**config.mk**
```make
export PLATFORM = sky130hd
export DESIGN_NAME = popcnt_stream
export DESIGN_NICKNAME = d
export VERILOG_FILES = /design/src/rtl/popcnt_stream.sv
export SDC_FILE = /design/constraint.sdc
export NUM_CORES = 1
export LEC_CHECK = 0
export CORE_MARGIN = 2
export CORE_UTILIZATION = 41
export CTS_CLUSTER_SIZE = 40
export DETAILED_ROUTE_END_ITERATION = 8
export SYNTH_ARGS = -nofsm -noshare
export SYNTH_HDL_FRONTEND = slang
export SYNTH_SLANG_ARGS = --single-unit
```
**constraint.sdc**
```tcl
create_clock -name clk -period 8.4 [get_ports clk]
set_input_delay 1.68 -clock clk [delete_from_list [all_inputs] [get_ports clk]]
set_output_delay 1.68 -clock clk [all_outputs]
set_load 0.01 [all_outputs]
```
**src/rtl/popcnt_stream.sv**
```systemverilog
// Streaming popcount: counts set bits of a WIDTH-bit word CHUNK bits per cycle and
// returns count, parity, majority and a saturating running total over valid/ready.
//
// state | meaning
// IDLE  | ready for a new word (in_ready=1 once out of reset)
// BUSY  | consuming CHUNK bits per cycle, LSB-first, for N cycles
// DONE  | result held on the outputs until out_valid & out_ready
module popcnt_stream #(
  parameter int WIDTH = 8,
  parameter int CHUNK = 3,
  parameter int ACC_W = 16,
  localparam int CW = $clog2(WIDTH + 1)
) (
  input  logic             clk,
  input  logic             rst_n,
  input  logic             in_valid,
  output logic             in_ready,
  input  logic [WIDTH-1:0] in_data,
  input  logic             in_acc,
  input  logic             clr,
  output logic             out_valid,
  input  logic             out_ready,
  output logic [CW-1:0]    out_count,
  output logic             out_parity,
  output logic             out_major,
  output logic [ACC_W-1:0] out_total,
  output logic             out_sat
);

  localparam int N  = (WIDTH + CHUNK - 1) / CHUNK;
  localparam int NW = $clog2(N + 1);
  localparam logic [ACC_W:0] TOTAL_MAX = {1'b0, {ACC_W{1'b1}}};

  typedef enum logic [1:0] {IDLE, BUSY, DONE} state_t;

  state_t           state, state_nx;
  logic             started;
  logic [WIDTH-1:0] sreg;
  logic [NW-1:0]    chunk_idx;
  logic [CW-1:0]    pcnt;
  logic             acc_q;
  logic [CW-1:0]    chunk_ones;
  logic [CW-1:0]    pcnt_sum;
  logic             last_chunk;
  logic             update;
  logic             keep;
  logic [ACC_W:0]   sum;
  logic [ACC_W-1:0] total_nx;
  logic             sat_nx;

  always_comb begin
    chunk_ones = '0;
    for (int i = 0; i < CHUNK; i++) begin
      chunk_ones = chunk_ones + CW'(sreg[i]);
    end
  end

  assign pcnt_sum   = pcnt + chunk_ones;
  assign last_chunk = (chunk_idx == NW'(N - 1));
  assign update     = (state == BUSY) && last_chunk;

  always_ff @(posedge clk or negedge rst_n) begin
    if (!rst_n) begin
      state <= IDLE;
    end else begin
      state <= state_nx;
    end
  end

  // in_ready is held low through reset and rises on the first edge after release.
  always_comb begin
    state_nx  = state;
    in_ready  = 1'b0;
    out_valid = 1'b0;
    case (state)
      IDLE: begin
        in_ready = started;
        if (in_valid && started) state_nx = BUSY;
      end
      BUSY: begin
        if (last_chunk) state_nx = DONE;
      end
      DONE: begin
        out_valid = 1'b1;
        if (out_ready) state_nx = IDLE;
      end
      default: state_nx = IDLE;
    endcase
  end

  always_ff @(posedge clk or negedge rst_n) begin
    if (!rst_n) begin
      started    <= 1'b0;
      sreg       <= '0;
      chunk_idx  <= '0;
      pcnt       <= '0;
      acc_q      <= 1'b0;
      out_count  <= '0;
      out_parity <= 1'b0;
      out_major  <= 1'b0;
    end else begin
      started <= 1'b1;
      if (state == IDLE && in_valid && started) begin
        sreg      <= in_data;
        acc_q     <= in_acc;
        pcnt      <= '0;
        chunk_idx <= '0;
      end else if (state == BUSY) begin
        sreg      <= sreg >> CHUNK;
        pcnt      <= pcnt_sum;
        chunk_idx <= chunk_idx + NW'(1);
        if (last_chunk) begin
          out_count  <= pcnt_sum;
          out_parity <= pcnt_sum[0];
          out_major  <= (pcnt_sum > CW'(WIDTH / 2));
        end
      end
    end
  end

  // A clear on the update edge wins over the old total, leaving just this word's count.
  always_comb begin
    keep     = acc_q && !clr;
    sum      = (keep ? {1'b0, out_total} : '0) + (ACC_W + 1)'(pcnt_sum);
    total_nx = out_total;
    sat_nx   = out_sat;
    if (update) begin
      total_nx = (sum > TOTAL_MAX) ? TOTAL_MAX[ACC_W-1:0] : sum[ACC_W-1:0];
      sat_nx   = (keep && out_sat) || (sum > TOTAL_MAX);
    end else if (clr) begin
      total_nx = '0;
      sat_nx   = 1'b0;
    end
  end

  always_ff @(posedge clk or negedge rst_n) begin
    if (!rst_n) begin
      out_total <= '0;
      out_sat   <= 1'b0;
    end else begin
      out_total <= total_nx;
      out_sat   <= sat_nx;
    end
  end

endmodule

```
==> Word level (Yosys, flattened, before mapping) <==
Index checks and enable logic that the tools add are counted.
{ "word_totals": {"ff_bits": 41, "latchBits": 0, "mem_bits_rw": 0, "mem_bits_ro": 0, "elab_cells": 56, "memories": 0} }
{ "op_classes": {"addsub": 5, "mul": 0, "n_div": 0, "magnitude_cmp": 2, "eq_ne": 6, "n_shift": 0, "n_mux": 18, "bitwise": 1, "reduce_logical": 13} }
{ "op_table": {"columns": ["cell", "n"], "rows": [
  ["16-bit 2-to-1 mux", 4],
  ["16-bit by 4-bit adder with 17-bit output", 1],
  ["17-bit by 16-bit greater-than comparator with 1-bit output (second input constant)", 1],
  ["8-bit 2-to-1 mux", 2],
  ["2-bit 2-to-1 mux", 5],
  ["4-bit 2-to-1 mux", 2],
  ["1-bit logical AND", 6],
  ["2-bit != test (second input constant)", 3],
  ["2-bit one-hot mux with 3 select lines", 1],
  ["3-bit AND reduction", 2],
  ["4-bit by 3-bit adder with 4-bit output", 1],
  ["2-bit equality test (second input constant)", 2],
  ["4-bit by 3-bit greater-than comparator with 1-bit output (second input constant)", 1],
  ["1-bit 2-to-1 mux", 4],
  ["2-bit nonzero test", 2],
  ["2-bit by 1-bit adder with 3-bit output", 1],
  ["1-bit by 1-bit adder with 2-bit output", 1],
  ["2-bit by 1-bit adder with 2-bit output (second input constant)", 1],
  ["2-bit by 1-bit equality test with 1-bit output (second input constant)", 1],
  ["2-bit zero test", 1],
  ["1-bit zero test", 1],
  ["1-bit logical OR", 1],
  ["1-bit inverter", 1]
]} }

==> Depth between registers and ports, before layout <==
{ "depth": {"word_depth": 7, "depth_mapped": 14, "depth_no_buf": 12} }

==> Worst setup path after synthesis <==
No wires, ideal clock.
{ "synth_path": {"path_type": "input -> register", "from": "input clr", "to": "register out_total[6]", "setup_time_ns": 0.080, "arrival_time_ns": 3.874, "t_required_ns": 8.320, "slack_ns": 4.445, "path_stages": 13, "path_buffers": 3, "cell_sequence": "clkbuf_2 -> nor2b_2 -> and2_1 -> ha_1 -> inv_1 -> fa_1 -> maj3_2 -> o21ba_1 -> buf_6 -> nor3_4 -> buf_4 -> a211oi_1 -> nor3_2"} }
{ "synth_via": {"elab_chain_len": 7, "word_cells_on_any_way": 8, "classes_between": "1 x add/sub; 1 x order compare; 3 x mux; 3 x reduce/logical"} }
{ "synth_rtl": {"columns": ["element", "line_no", "text"], "rows": [
  ["from (decl)", "20", "input logic clr,"],
  ["1-bit zero test", "123", "keep = acc_q && !clr;"],
  ["1-bit logical AND", "123", null],
  ["16-bit 2-to-1 mux", "124", "sum = (keep ? {1'b0, out_total} : '0) + (ACC_W + 1)'(pcnt_sum);"],
  ["16-bit by 4-bit adder with 17-bit output", "124", null],
  ["17-bit by 16-bit greater-than comparator with 1-bit output", "128", "total_nx = (sum > TOTAL_MAX) ? TOTAL_MAX[ACC_W-1:0] : sum[ACC_W-1:0];"],
  ["16-bit 2-to-1 mux", "128", null],
  ["16-bit 2-to-1 mux", "127", "if (update) begin"],
  ["to (signal assigned)", "141", "out_total <= total_nx;"],
  ["to (decl)", "26", "output logic [ACC_W-1:0] out_total,"]
]} }
Parallel ways exist; a longest one is shown, timed or not.
A chain may end at the register's enable or synchronous reset.

==> Worst setup path after layout <==
{ "layout_path": {"from": "input clr", "to": "register out_total[13]"} }
Same word-level chain as after synthesis.

==> metrics.md <==
| Metric | Value |
|---|---|
| Status | `completed` |
| Crit Path Class | `input pin to flop` |
| Setup-failing EPs final | `0` |
| Post-route non-filler standard cell count | `349` |
| Async set or reset register ratio after synthesis | `100%` |
| Setup TNS Final | `0 ps` |
| Placed cell count | `342` |
| Number of remaining DRC errors | `0` |
| DR vias/cell | `5.42` |
| DR pass1 iterations | `4` |
| Hold Fails Final Rpt | `0` |
| Data arrival, critical path | `5100 ps` |
| Post-CTS Resized | `0` |
| Fin nets | `300` |
| Worst-margin pin slew | `916 ps` |
| Syn nets | `268` |
| Gr busiest metal | `met2` |
| Initial antenna violation count | `0` |
| CP cell instances | `clkdlybuf4s50_1 > nor2b_2 > and2_1 > ha_1 > inv_1 > fa_1 > maj3_2 > o21ba_1 > nor3_4 > o2111a_1 > o221a_1` |
| Synth area leader | `dfrtp_1` |
| I/O pin count | `39` |
| Chip Width | `78.8 µm` |
| Max IR drop VDD | `0.201 mV` |
| All-Layer GR Usage | `18.8%` |
| Grt met3 use | `3.86%` |
| CTS tree | `built` |
| Synth top area share | `43.7%` |
| Static Leak | `1.20 nW` |
| Starting density of the core | `42.1%` |
| Footprint of the multi-input gates | `1190 µm²` |
| Simple-gate share of the synthesized area | `22.6%` |
| Clock transition at path regs | `80 ps` |
| Cell Area, Synth | `2290 µm²` |
| TritonCTS sink count | `40` |
| Post-route ant nets | `0` |
| Adder-cell share of the synthesized area | `6.82%` |
| Initial drt markers | `131` |
| CP Launch Type | `input pin` |
| M1 GR Usage | `26.8%` |
| Seq cells post-synth | `40` |
| Pwr dens | `286 nW/µm²` |
| Wirelength per Cell | `15.0 µm` |
| Number of post-CTS setup repair buffers | `0` |
| RSZ-0062 raised after global routing | `false` |
| Grt met2 use | `28.6%` |
| GPL Wtd Cong | `0.878` |
| Slowest-stage cell, CP | `clkdlybuf4s50_1` |
| Vias in the first global route | `1891` |
| Final period util | `58.0%` |
| First-pass GRT wire length | `9.24 mm` |
| Synthesis-to-layout area growth | `23.4%` |
| CTS buffer count | `5` |
| Gr ovfl total | `0` |
| Synth top area cells | `dfrtp_1 44%, nand2_1 6.9%, o21ai_0 3.9%` |
| CP max FO | `20` |
| Mux cell area share after synthesis | `2.73%` |
| Cell variety after synth | `50` |
| Crit end category | `flop` |
| Cell family with most CP delay | `simple AND/OR/NAND/NOR gates` |
| Synth Flop Type | `dfrtp_1` |
| Main combinational cell family by area after synthesis | `simple AND/OR/NAND/NOR gates` |
| Largest net degree at the start of global routing | `41` |
| FF+latch area | `1000 µm²` |
| Syn_area_per_cell | `9.36 µm²` |
| Fmax | `205 MHz` |
| Diodes inserted | `0` |
| Synth Instances | `245` |
| Slew Limit Fails | `0` |
| Worst-Skew Late Latency | `290 ps` |
| Area of the die | `6200 µm²` |
| Hold Crit Class | `flop to flop` |
| Worst Skew | `8.61 ps` |
| Final wirelength | `5.23 mm` |
| Synth Area in XOR/XNOR | `2.24%` |
| # rows | `27` |
| Die H | `78.8 µm` |
| CP max stage delay | `750 ps` |
| CTS Buffer Depth | `2` |
| Register area share after synthesis | `43.7%` |
| Filler Cells Inserted | `526` |
| Root buf cell | `clkbuf_8` |
| Max_cap viols | `0` |
| Compound-Gate Fraction of Synth Area | `17.2%` |
| Crit path required time | `8630 ps` |
| Vias | `1891` |
| Share of layout cells above drive strength 1 | `6.86%` |
| H-tree depth | `2` |
| Core ar. | `5440 µm²` |
| Slew headroom | `38.9%` |
| Cts hold-fix bufs | `0` |
| Post-DP HPWL | `3.60 mm` |
| Warnings from Yosys | `0` |
| I/O Buffers | `38` |
| Final min period | `4870 ps` |
| Worst Path Buf+Inv | `2` |
| EDFF count, synth | `0` |
==> flip-flops by register name, summed over array words and instances, names as in the netlist <==
| signal | count |
|---|---|
| out_total | 16 |
| sreg | 8 |
| out_count | 4 |
| pcnt | 4 |
| chunk_idx | 2 |
| state | 2 |
| acc_q | 1 |
| out_major | 1 |
| out_sat | 1 |
| started | 1 |
==> tightest hold or removal path: cells and delay by family (launching register included) <==
family	cells	cell delay, ps
flops	1	340
simple gates	2	100
==> report_power, final <==
part	total [mW]	internal [mW]	switching [mW]	leakage (nW)
clock	0.184	0.117	0.0668	0.0642
sequential	0.293	0.245	0.0477	0.531
combinational	0.331	0.146	0.185	0.606
total	0.808	0.509	0.299	1.20
==> Yosys cell counts (all sizes together), types with 3 or more instances <==
| master | instances |
|---|---|
| ha | 6 |
| a21oi | 9 |
| nand3b | 8 |
| nand2b | 9 |
| inv | 9 |
| nor3 | 4 |
| nor2 | 11 |
| o22ai | 7 |
| dfrtp | 40 |
| nand2 | 42 |
| buf | 5 |
| nand4 | 3 |
| a22oi | 4 |
| a31oi | 3 |
| nor3b | 4 |
| mux2i | 4 |
| nor2b | 7 |
| o21ai | 18 |
| and2 | 4 |
| fa | 3 |
| xnor2 | 4 |
| clkbuf | 9 |
| and3 | 3 |
| o21a | 4 |
==> cell families after synthesis <==
| group | Yosys count |
|---|---|
| adder cells (fa/ha/maj) | 11 |
| other | 1 |
| AND/OR/NAND/NOR | 99 |
| AO/OA/AOI/OAI | 60 |
| multiplexers | 6 |
| XOR/XNOR | 5 |
| buffers and inverters | 23 |
| flip-flops | 40 |
==> metal layers <==
layer	share of wire [%]	up-vias	wire length, µm
li1	-	923	-
met1	50	916	2640
met2	44	44	2320
met3	4.1	8	214
met4	1.2	0	65
met5	0	-	0
==> cell type report <==
| type | count | share of cell area [%] |
|---|---|---|
| multi-input cells | 182 | 42.1 |
| flip-flops and latches | 40 | 35.4 |
| repair buffers | 39 | 13.5 |
| well taps | 72 | 3.19 |
| clock buffers | 5 | 2.43 |
| clock inverters | 2 | 2.12 |
| inverters | 9 | 1.19 |
==> metrics by stage <==
step	hold WS [ps]	worst slack, ps	cell area (µm²)	utilization, %	power [mW]
floorplan	453	4450	2290	-	0.513
global placement	454	3310	2700	49.6	0.627
detailed placement	456	3220	2700	49.6	0.630
CTS	473	3520	2830	52.0	0.819
global route	515	3250	2830	52.0	0.877
finish	467	3530	2830	52.0	0.808
==> path summary, 6_finish.rpt <==
check / start / to / slack (ps) / cells after the start
worst max register to register: sreg[0] / out_total[13] / 4550 / 10
min in group asynchronous: rst_n / state[1] / 1520 / 1
worst min-delay path: out_sat / out_sat / 470 / 2
max in group asynchronous: rst_n / out_total[2] / 6310 / 1
worst min register to register: out_sat / out_sat / 470 / 2
worst max-delay path: clr / out_total[13] / 3530 / 11
==> layout by cell type, fill, tap and decap left out, drive strengths merged, types with 2 or more instances in the layout <==
master,n
mux2,2
and2,4
o21a,4
nand4,3
a41oi,2
bufinv,2
o21ba,2
inv,9
mux2i,4
maj3,2
nand2b,9
nand2,42
and3,3
nor2,11
a211oi,2
nand3,2
a31oi,3
o21ai,18
o22ai,7
dfrtp,40
a22oi,4
o211ai,2
buf,2
ha,6
o41ai,2
nor2b,7
nor4,2
clkdlybuf4s50,37
xnor2,4
a21oi,9
nor3,4
clkbuf,5
nand3b,8
fa,3
nor3b,4
Note: power is estimated with default switching activity, not from simulation.
==> RTL edit (config.mk and constraints unchanged) <==
Change the parameter `WIDTH` from 8 to 4.
--- a/src/rtl/popcnt_stream.sv
+++ b/src/rtl/popcnt_stream.sv
@@ -6,7 +6,7 @@
 // BUSY  | consuming CHUNK bits per cycle, LSB-first, for N cycles
 // DONE  | result held on the outputs until out_valid & out_ready
 module popcnt_stream #(
-  parameter int WIDTH = 8,
+  parameter int WIDTH = 4,
   parameter int CHUNK = 3,
   parameter int ACC_W = 16,
   localparam int CW = $clog2(WIDTH + 1)
Ports: changed (resized in_data and out_count); port bits go from 39 to 34. No check against the original RTL was run, so the function may have changed too.
==> RTL edit against the unedited design <==
Area after synthesis fell by 11%. Fmax increased by 1.6%. Core utilization shrank 0.28 points. Design area shrank 12%. Final cell count shrank 8.0%. Synthesized cell count fell by 8.2%. Sequential cell count is 6 lower. Routed wire length down 5.1%. Setup slack gained 75 ps. Combinational power down 18%. Sequential share of layout area down 1.0 points. Power is 21% lower. First-iteration DRC count fell by 34%.
==> RTL edit: results (changes against the unedited design) <==
** Placed design
- The final weighted congestion in routability-driven placement was 0.967 (+10%).
- The number of buffers inserted by port buffering was 33 (-13%).

** GRT
- The maximum number of pins on one net before global-route repair is 35 (-15%).
- The via count of the first global-routing pass is 1668 (-12%).
- GR Layer Usage met1 :: 27.0% (+0.22 points)

** Cells and area
- Fraction of layout instances using a drive strength above 1 :: 7.87% (+1.0 points)
- Count of plain and timing-repair buffers in the layout :: 34 (-13%)
- Multi-input combinational cell count :: 170 (-6.6%)
- Sequential fraction of total cell area :: 34.4% (-1.0 points)
- Largest registers :: out_total (16), sreg (4)

** Logic synthesis
- Synthesized netlist cell count :: 225 (-8.2%)
- The synthesized-area fraction occupied by xor and xnor cells is 1.71% (-0.53 points).
- By count the netlist is led by sky130_fd_sc_hd__dfrtp_1, sky130_fd_sc_hd__nand2_1, sky130_fd_sc_hd__o21ai_0, sky130_fd_sc_hd__a21oi_1, sky130_fd_sc_hd__nand3_1.

** Routing
- The total met3 wirelength after detailed routing was 310 µm (+45%).
- The final wirelength came to 4.96 mm (-5.1%).
- Vias after detailed routing :: 1769 (-6.5%)

** Run status
- The flow ran to the end, and the final reports show no timing, DRC or antenna violations.

** Power and ir drop
- The leakage power summed over all cells is 1.07 nW (-11%).
- The net switching power was 0.000260 W (-13%).
- Power density normalized to cell area :: 256 nW/µm² (-10%)

** Setup path
- The stage delay of the slowest cell on the critical path came to 630 ps (-120 ps).
- The maximum fanout along the worst path is 13 (-35%).
- Critical Path Sink :: out_total[12]$_DFFE_PN0P_
- The worst register-to-register path ends at out_total[12]$_DFFE_PN0P_.
- RR Startpoint :: acc_q$_DFFE_PN0P_
RTL edit: cell count changes after synthesis, sizes merged, moves of 4 or more:
cell,unedited run,this run
dfrtp,40,34
a22oi,4,0
nor2,11,6
o22ai,7,1
nand2b,9,2
o21a,4,0
nand2,42,33
o21ai,18,22
a21oi,9,17
maj3,2,6
nand3,2,15
nand3b,8,2
RTL edit: worst min-delay path by stage:
stage	start	to	slack, ps	cells past startpoint
2_1_floorplan	chunk_idx[0]$_DFFE_PN0P_	chunk_idx[0]$_DFFE_PN0P_	470	1
3_3_place_gp	out_count[2]$_DFFE_PN0P_	out_count[2]$_DFFE_PN0P_	460	2
3_5_place_dp	out_count[1]$_DFFE_PN0P_	out_count[1]$_DFFE_PN0P_	470	2
4_1_cts	out_count[1]$_DFFE_PN0P_	out_count[1]$_DFFE_PN0P_	490	2
5_1_grt	out_major$_DFFE_PN0P_	out_major$_DFFE_PN0P_	540	2
6_report	out_count[1]$_DFFE_PN0P_	out_count[1]$_DFFE_PN0P_	480	2
